--- src/rtl/wb_burst_fifo.sv ---
// ============================================================================
//  Module   : wb_burst_fifo
//  Purpose  : Wishbone write sink feeding a first-word-fall-through FIFO,
//             with burst-room indication and sticky overflow flag.
//  Revision : 1.0  initial release
// ============================================================================
`default_nettype none

module wb_burst_fifo #(
    parameter int WIDTH = 8,
    parameter int ABITS = 4,
    parameter int BSIZE = 5
) (
    input  logic               clk_i,
    input  logic               rst_ni,
    input  logic               clr_i,
    input  logic               s_cyc_i,
    input  logic               s_stb_i,
    input  logic               s_we_i,
    input  logic               s_bst_i,
    output logic               s_ack_o,
    input  logic [ABITS+1:0]   s_adr_i,
    input  logic [WIDTH-1:0]   s_dat_i,
    output logic [WIDTH-1:0]   s_dat_o,
    output logic               room_o,
    output logic               ovf_o,
    output logic [ABITS:0]     level_o,
    output logic               valid_o,
    input  logic               ready_i,
    output logic [WIDTH-1:0]   dat_o
);

    localparam logic [ABITS:0] c_DEPTH = (ABITS+1)'(1 << ABITS);
    localparam logic [ABITS:0] c_BSIZE = (ABITS+1)'(BSIZE);

    logic [WIDTH-1:0]   r_mem [0:(1<<ABITS)-1];
    logic [ABITS-1:0]   r_wr_ptr;
    logic [ABITS-1:0]   r_rd_ptr;
    logic [ABITS:0]     r_count;
    logic               r_ovf;
    logic               r_ack;
    logic [WIDTH-1:0]   r_rdat;

    logic               w_stb;
    logic               w_push_req;
    logic               w_pop;
    logic               w_full;
    logic               w_push;
    logic               w_drop;
    logic [WIDTH+ABITS:0] w_lvl_ext;
    logic [WIDTH-1:0]   w_lvl;
    logic               w_unused;

    // Address and burst hint carry no meaning for a single-location sink.
    assign w_unused   = ^{s_bst_i, s_adr_i};

    assign w_stb      = s_cyc_i && s_stb_i;
    assign w_push_req = w_stb && s_we_i;
    assign w_pop      = (r_count != '0) && ready_i;
    assign w_full     = (r_count == c_DEPTH);
    // A full FIFO still takes a word if the head leaves on the same edge.
    assign w_push     = w_push_req && (!w_full || w_pop);
    assign w_drop     = w_push_req && w_full && !w_pop;

    assign w_lvl_ext  = {{WIDTH{1'b0}}, r_count};
    assign w_lvl      = w_lvl_ext[WIDTH-1:0];

    always_ff @(posedge clk_i) begin
        if (w_push && !clr_i) begin
            r_mem[r_wr_ptr] <= s_dat_i;
        end
    end

    always_ff @(posedge clk_i or negedge rst_ni) begin
        if (!rst_ni) begin
            r_wr_ptr <= '0;
            r_rd_ptr <= '0;
            r_count  <= '0;
            r_ovf    <= 1'b0;
            r_ack    <= 1'b0;
            r_rdat   <= '0;
        end else begin
            r_ack <= w_stb;
            if (w_stb && !s_we_i) begin
                r_rdat <= w_lvl;
            end
            if (clr_i) begin
                r_wr_ptr <= '0;
                r_rd_ptr <= '0;
                r_count  <= '0;
                r_ovf    <= 1'b0;
            end else begin
                if (w_push) begin
                    r_wr_ptr <= r_wr_ptr + ABITS'(1);
                end
                if (w_pop) begin
                    r_rd_ptr <= r_rd_ptr + ABITS'(1);
                end
                if (w_drop) begin
                    r_ovf <= 1'b1;
                end
                case ({w_push, w_pop})
                    2'b10:   r_count <= r_count + (ABITS+1)'(1);
                    2'b01:   r_count <= r_count - (ABITS+1)'(1);
                    default: r_count <= r_count;
                endcase
            end
        end
    end

    assign s_ack_o = r_ack;
    assign s_dat_o = r_rdat;
    assign ovf_o   = r_ovf;
    assign level_o = r_count;
    assign valid_o = (r_count != '0);
    assign dat_o   = r_mem[r_rd_ptr];
    assign room_o  = (c_DEPTH - r_count) >= c_BSIZE;

endmodule

`default_nettype wire

--- config.mk ---
export PLATFORM = sky130hd
export DESIGN_NAME = wb_burst_fifo
export DESIGN_NICKNAME = d
export VERILOG_FILES = /design/src/rtl/wb_burst_fifo.sv
export SDC_FILE = /design/constraint.sdc
export NUM_CORES = 1
export LEC_CHECK = 0
export CORE_MARGIN = 2
export CORE_UTILIZATION = 40
export CTS_BUF_LIST = sky130_fd_sc_hd__clkbuf_4
export DETAILED_ROUTE_END_ITERATION = 8
export PLACE_DENSITY_LB_ADDON = 0.2
export SETUP_SLACK_MARGIN = 0.02
export SYNTH_ARGS = -nofsm -noshare
export SYNTH_HDL_FRONTEND = slang
export SYNTH_SLANG_ARGS = --single-unit
--- constraint.sdc ---
create_clock -name clk_i -period 7.8 [get_ports clk_i]
set_input_delay 0.78 -clock clk_i [delete_from_list [all_inputs] [get_ports clk_i]]
set_output_delay 0.78 -clock clk_i [all_outputs]
set_load 0.02 [all_outputs]
# Yosys cells after proc, flatten, opt, wreduce, memory -nomap -nowiden
# Memories as Yosys holds them, arrays and structs flattened.
# Index checks and enable logic that the tools add are counted.
# op_classes
n_addsub	5
multipliers	0
div_mod_pow	0
magnitude_cmp	1
eq_ne	3
n_shift	0
n_mux	10
bitwise_logic	0
n_reduce_logical	18
# op_table
op	count
two-way mux 4 bit	4
one-hot mux 5 bit (2 select lines)	1
adder 4 x 1 -> 4 bit, second input constant	2
logical AND 1 bit	8
nonzero test 2 bit	3
adder 5 x 1 -> 5 bit, second input constant	1
== test 5 bit, second input constant	1
>= comparator 5 x 3 -> 1 bit, second input constant	1
two-way mux 5 bit	1
nonzero test 5 bit	1
subtractor 5 x 1 -> 5 bit, second input constant	1
subtractor 5 bit, first input constant	1
zero test 1 bit	4
two-way mux 1 bit	4
nonzero test 3 bit	1
== test 2 x 1 -> 1 bit, second input constant	1
== test 2 bit, second input constant	1
logical OR 1 bit	1
# totals
regBits	20
latchBits	0
ram_bits	128
mem_bits_ro	0
output_inout_bits	25
mem_count	1
# mem_list
name	depth	word_bits	read_ports	rd_ports_with_merged_regs	write_ports	line	text
r_mem	16	8	1	0	1	36	logic [WIDTH-1:0] r_mem [0:(1<<ABITS)-1];

# Longest topological paths before layout
# depth
depth_word	7
mapped_depth	11

# Worst setup path before layout
# Ideal clock, no wire load.
# synth_timing
kind	reg-to-reg
from	register r_count[0] (netlist: level_o[0])
to	register r_count[4] (netlist: level_o[4])
setup_ps	125
t_arrival_ps	2669
t_required_ps	7675
path_slack_ps	5006
stages_incl_launch_ff	12
n_path_buf	0
synth_period_minus_slack_ps	2794
cell_sequence	dfrtp_1 > inv_1 > ha_1 > nor3b_1 > ha_1 > nand2b_1 > nor2_1 > xnor2_1 > ha_1 > nor4_1 > a41oi_1 > mux2_2
# synth_between
elab_chain_len	7
# synth_rtl
item	line	text
start, declared	39	logic [ABITS:0] r_count;
start signal, assigned	103	2'b10: r_count <= r_count + (ABITS+1)'(1);
start signal, assigned	104	2'b01: r_count <= r_count - (ABITS+1)'(1);
start signal, assigned	105	default: r_count <= r_count;
== test 5 bit or nonzero test 5 bit (tied branches)	60, 59	
zero test 1 bit or logical AND 1 bit (tied branches)	62, 59	
logical OR 1 bit	62	assign w_push = w_push_req && (!w_full || w_pop);
logical AND 1 bit	62	
== test 2 x 1 -> 1 bit or == test 2 bit (tied branches)	102	case ({w_push, w_pop})
one-hot mux 5 bit (2 select lines)	102	
two-way mux 5 bit	87	if (clr_i) begin
# Several ways; a longest one is shown, not always the timed one.
# A chain may end at the register's enable or synchronous reset.

# Final worst setup path
# layout_timing
from	register r_rd_ptr[0]
to	output port dat_o[3]
# layout_between
elab_chain_len	1
# layout_rtl
item	line	text
start, declared	38	logic [ABITS-1:0] r_rd_ptr;
start signal, assigned	97	r_rd_ptr <= r_rd_ptr + ABITS'(1);
memory (16 x 8 bit)	n/a	
end, declared	30	output logic [WIDTH-1:0] dat_o
# No other way between the ends.

==> impl_metrics.py <==
metrics = {
    "outcome": {
        "outcome": "completed",
    },
    "final_layout": {
        "seqCellArea_um2": 4345,
        "area_growth_pct": 11.70,
        "multi_input_area_um2": 1617,
        "fin_nets": 412,
        "fin_area_um2": 6847,
        "fin_cells": 582,
        "layout_commonest_cell": "edfxtp_1",
        "n_fill_cell": 1350,
        "layout-drive-gt1-share": 0.1578,
        "final_cell_mix": "128 x edfxtp_1, 36 x clkdlybuf4s50_1, 32 x nor2_1",
        "fin_util": 0.4537,
    },
    "setup_path": {
        "rr_startpoint": "level_o[0]",
        "critPathLaunchType": "register",
        "r2r_cells": 8,
        "endpoint_kind": "output pin",
        "critical_path.cell_chain": "buf_4 > mux4_1 > a22oi_1 > nand2_1 > clkdlybuf4s50_1",
        "r2r-end": "r_mem[4][3]",
        "crit_type": "reg -> out",
        "cp.required_ps": 7020,
        "crit_family": "buffers and inverters",
        "crit_fanout": 21,
        "critPathMaxStageDelay_ps": 670,
        "path_buf_inv": 2,
        "rrSetupSlack_ps": 4350,
        "worstPathArrival_ps": 3270,
        "crit_path_top_delay_cell": "dfrtp_2",
    },
    "placed_design": {
        "portBuffers": 36,
        "dp_hpwl_um": 7418,
        "place.gp.congestion": 0.7361,
        "placed_area_um2": 6606,
        "dp.cells": 549,
    },
    "synth": {
        "synth_area_per_cell_um2": 18.13,
        "syn_area_um2": 6130,
        "synth-seq-cells": 148,
        "ys_warn_count": 0,
        "yosysSeqAreaShare": 0.7087,
        "synthArstFlopShare": 0.1351,
        "synth_edf_count": 128,
        "ys.flop_type": "edfxtp_1",
        "synthDistinctLibCells": 44,
        "postSynthCellCount": 338,
    },
    "cts": {
        "clkTransAtPathRegs_ps": 130,
        "clk_path_buf_depth": 2,
        "cts_tree": "yes",
        "clk_latency_ps": 560,
        "cts-htree-levels": 4,
        "cts_buffers": 17,
        "post_cts_buffers": 0,
        "ctsHoldBuffers": 0,
        "cts_resized": 0,
        "cts_root_buf": "clkbuf_4",
        "cts.sinks": 148,
    },
    "timing": {
        "slew_viol_final": 0,
        "fin_setup_tns_ps": 0,
        "fin_crit_sh": 0.5190,
        "setup_viol": 0,
        "finalHoldViolations": 0,
        "fin_crit_ps": 4048,
        "rsz0062_at_grt": "false",
        "hold_slack_ps": 503.1,
        "fmax_ghz": 0.2470,
        "slew_headroom": 0.2785,
        "tightestPinTransition_ps": 1078,
        "finalClockSkew_ps": 25.61,
    },
    "floorplanning": {
        "num_io_pins": 47,
        "die_h_um": 127.8,
        "row_count": 45,
        "core_um2": 15090,
        "floorplan.initialDensity": 0.4062,
        "die-area_um2": 16330,
        "die_w_um": 127.8,
    },
    "global_route": {
        "grt.total_usage": 0.1582,
        "gr-total-overflow": 0,
        "grt_pass1_vias": 3262,
        "grt_max_degree": 35,
        "grt_pass1_wl_um": 18560,
        "antenna_found_initial": 1,
    },
    "route": {
        "wirelength_um": 11790,
        "dr_wl_met3_um": 628,
        "vias": 3100,
        "first_pass_iters": 4,
        "wl_met2_um": 6001,
        "post_drt_wl_per_cell_um": 20.26,
        "ant_nets": 0,
        "remaining_drc_errors": 0,
        "wl_met1_um": 4953,
        "drtIter0Drc": 276,
        "top_layer": "met4",
        "avgViaCountPerCell": 5.326,
    },
    "pwr": {
        "p_leak_uw": 0.002238,
        "ir_worst_vdd_mv": 0.1658,
        "p_per_area_nw_per_um2": 263.9,
    },
    "min_path": {
        "hp-class": "reg -> reg",
        "holdPathEnd": "s_dat_o[0]",
        "hold_path_depth": 2,
        "holdCritStartpoint": "s_dat_o[0]",
    },
    "flow_run": {
        "maxCapViolations": 0,
    },
}
[worst reg2reg max path, cell delays in order, from the launching register on]
cell and delay (ps):
dfrtp_1 490, inv_1 120, ha_1 230, nor3b_1 170, ha_1 240, nand2b_1 270, a21oi_1 470, nand2_1 210
nor2_1 860
[layout make-up]
class / count / area share
antenna: 1 / 0.0003655
clock buffer: 18 / 0.01974
clock inverter: 14 / 0.01499
inverter: 7 / 0.003838
multi-input combinational: 167 / 0.2361
sequential: 148 / 0.6347
tap: 188 / 0.03436
timing repair buffer: 39 / 0.05592
[Yosys cell counts, types with 3 or more instances]
cell             count  area [µm²]
edfxtp_1           128        3844
nor2_1              32       120.1
dfrtp_1             20       500.5
mux4_2              20       450.4
nand2_1             18       67.56
a22oi_1             16       120.1
mux4_1              12       315.3
ha_1                10       125.1
inv_1                7       26.28
mux2_2               5       56.30
xnor2_1              5       43.79
a21oi_1              4       20.02
buf_4                4       30.03
buf_6                4       45.04
clkbuf_1             4       15.01
o21ai_0              4       20.02
xor2_1               4       35.03
clkdlybuf4s25_2      3       30.03
nand3_1              3       15.01
nor2b_1              3       18.77
nor3_1               3       15.01
or3_1                3       18.77
[per-stage QoR]
step	total power, µW	worst slack, ps
after detailed placement	1418	4205
after CTS	1832	3579
after global placement	1411	4233
after floorplan	1262	5006
final	1807	3752
after global routing	1906	3483
[where the power goes]
group          internal (µW)  switching [µW]  leakage (µW)
logic                    234             234      0.000699
clock network            132             284      0.000118
registers                885            37.7       0.00142
total                   1250             555       0.00224
[cells by family after synthesis]
logic type                 synth area share
DFF                                  0.7087
and+or+nand+nor                     0.05797
muxes                                0.1357
AOI/OAI and AO/OA                   0.03491
buffers and inverters               0.02878
adders and majority gates           0.02041
xor gates and xnor gates            0.01286
other                             0.0006118
[metal layers]
metal  global-route usage  vias to the layer above
met5                    0                        -
met4              0.06206                        0
met3              0.04341                       16
met2               0.2614                       76
met1               0.1998                     1588
li1                     -                     1420
[how the worst max path moves through the flow]
stage | depth (start not counted) | to | start
2_1_floorplan | 11 | level_o[4] | level_o[0]
3_3_place_gp | 5 | dat_o[3] | r_rd_ptr[0]
3_5_place_dp | 5 | dat_o[3] | r_rd_ptr[0]
4_1_cts | 5 | dat_o[3] | r_rd_ptr[0]
5_1_grt | 5 | dat_o[7] | r_rd_ptr[0]
6_report | 5 | dat_o[3] | r_rd_ptr[0]
[state kept, by name, indices dropped and copies added, names as in the netlist]
signal,count
level_o,5
ovf_o,1
r_rd_ptr,4
s_ack_o,1
r_mem,128
r_wr_ptr,4
s_dat_o,5
Note: power is estimated with default switching activity, not from simulation.
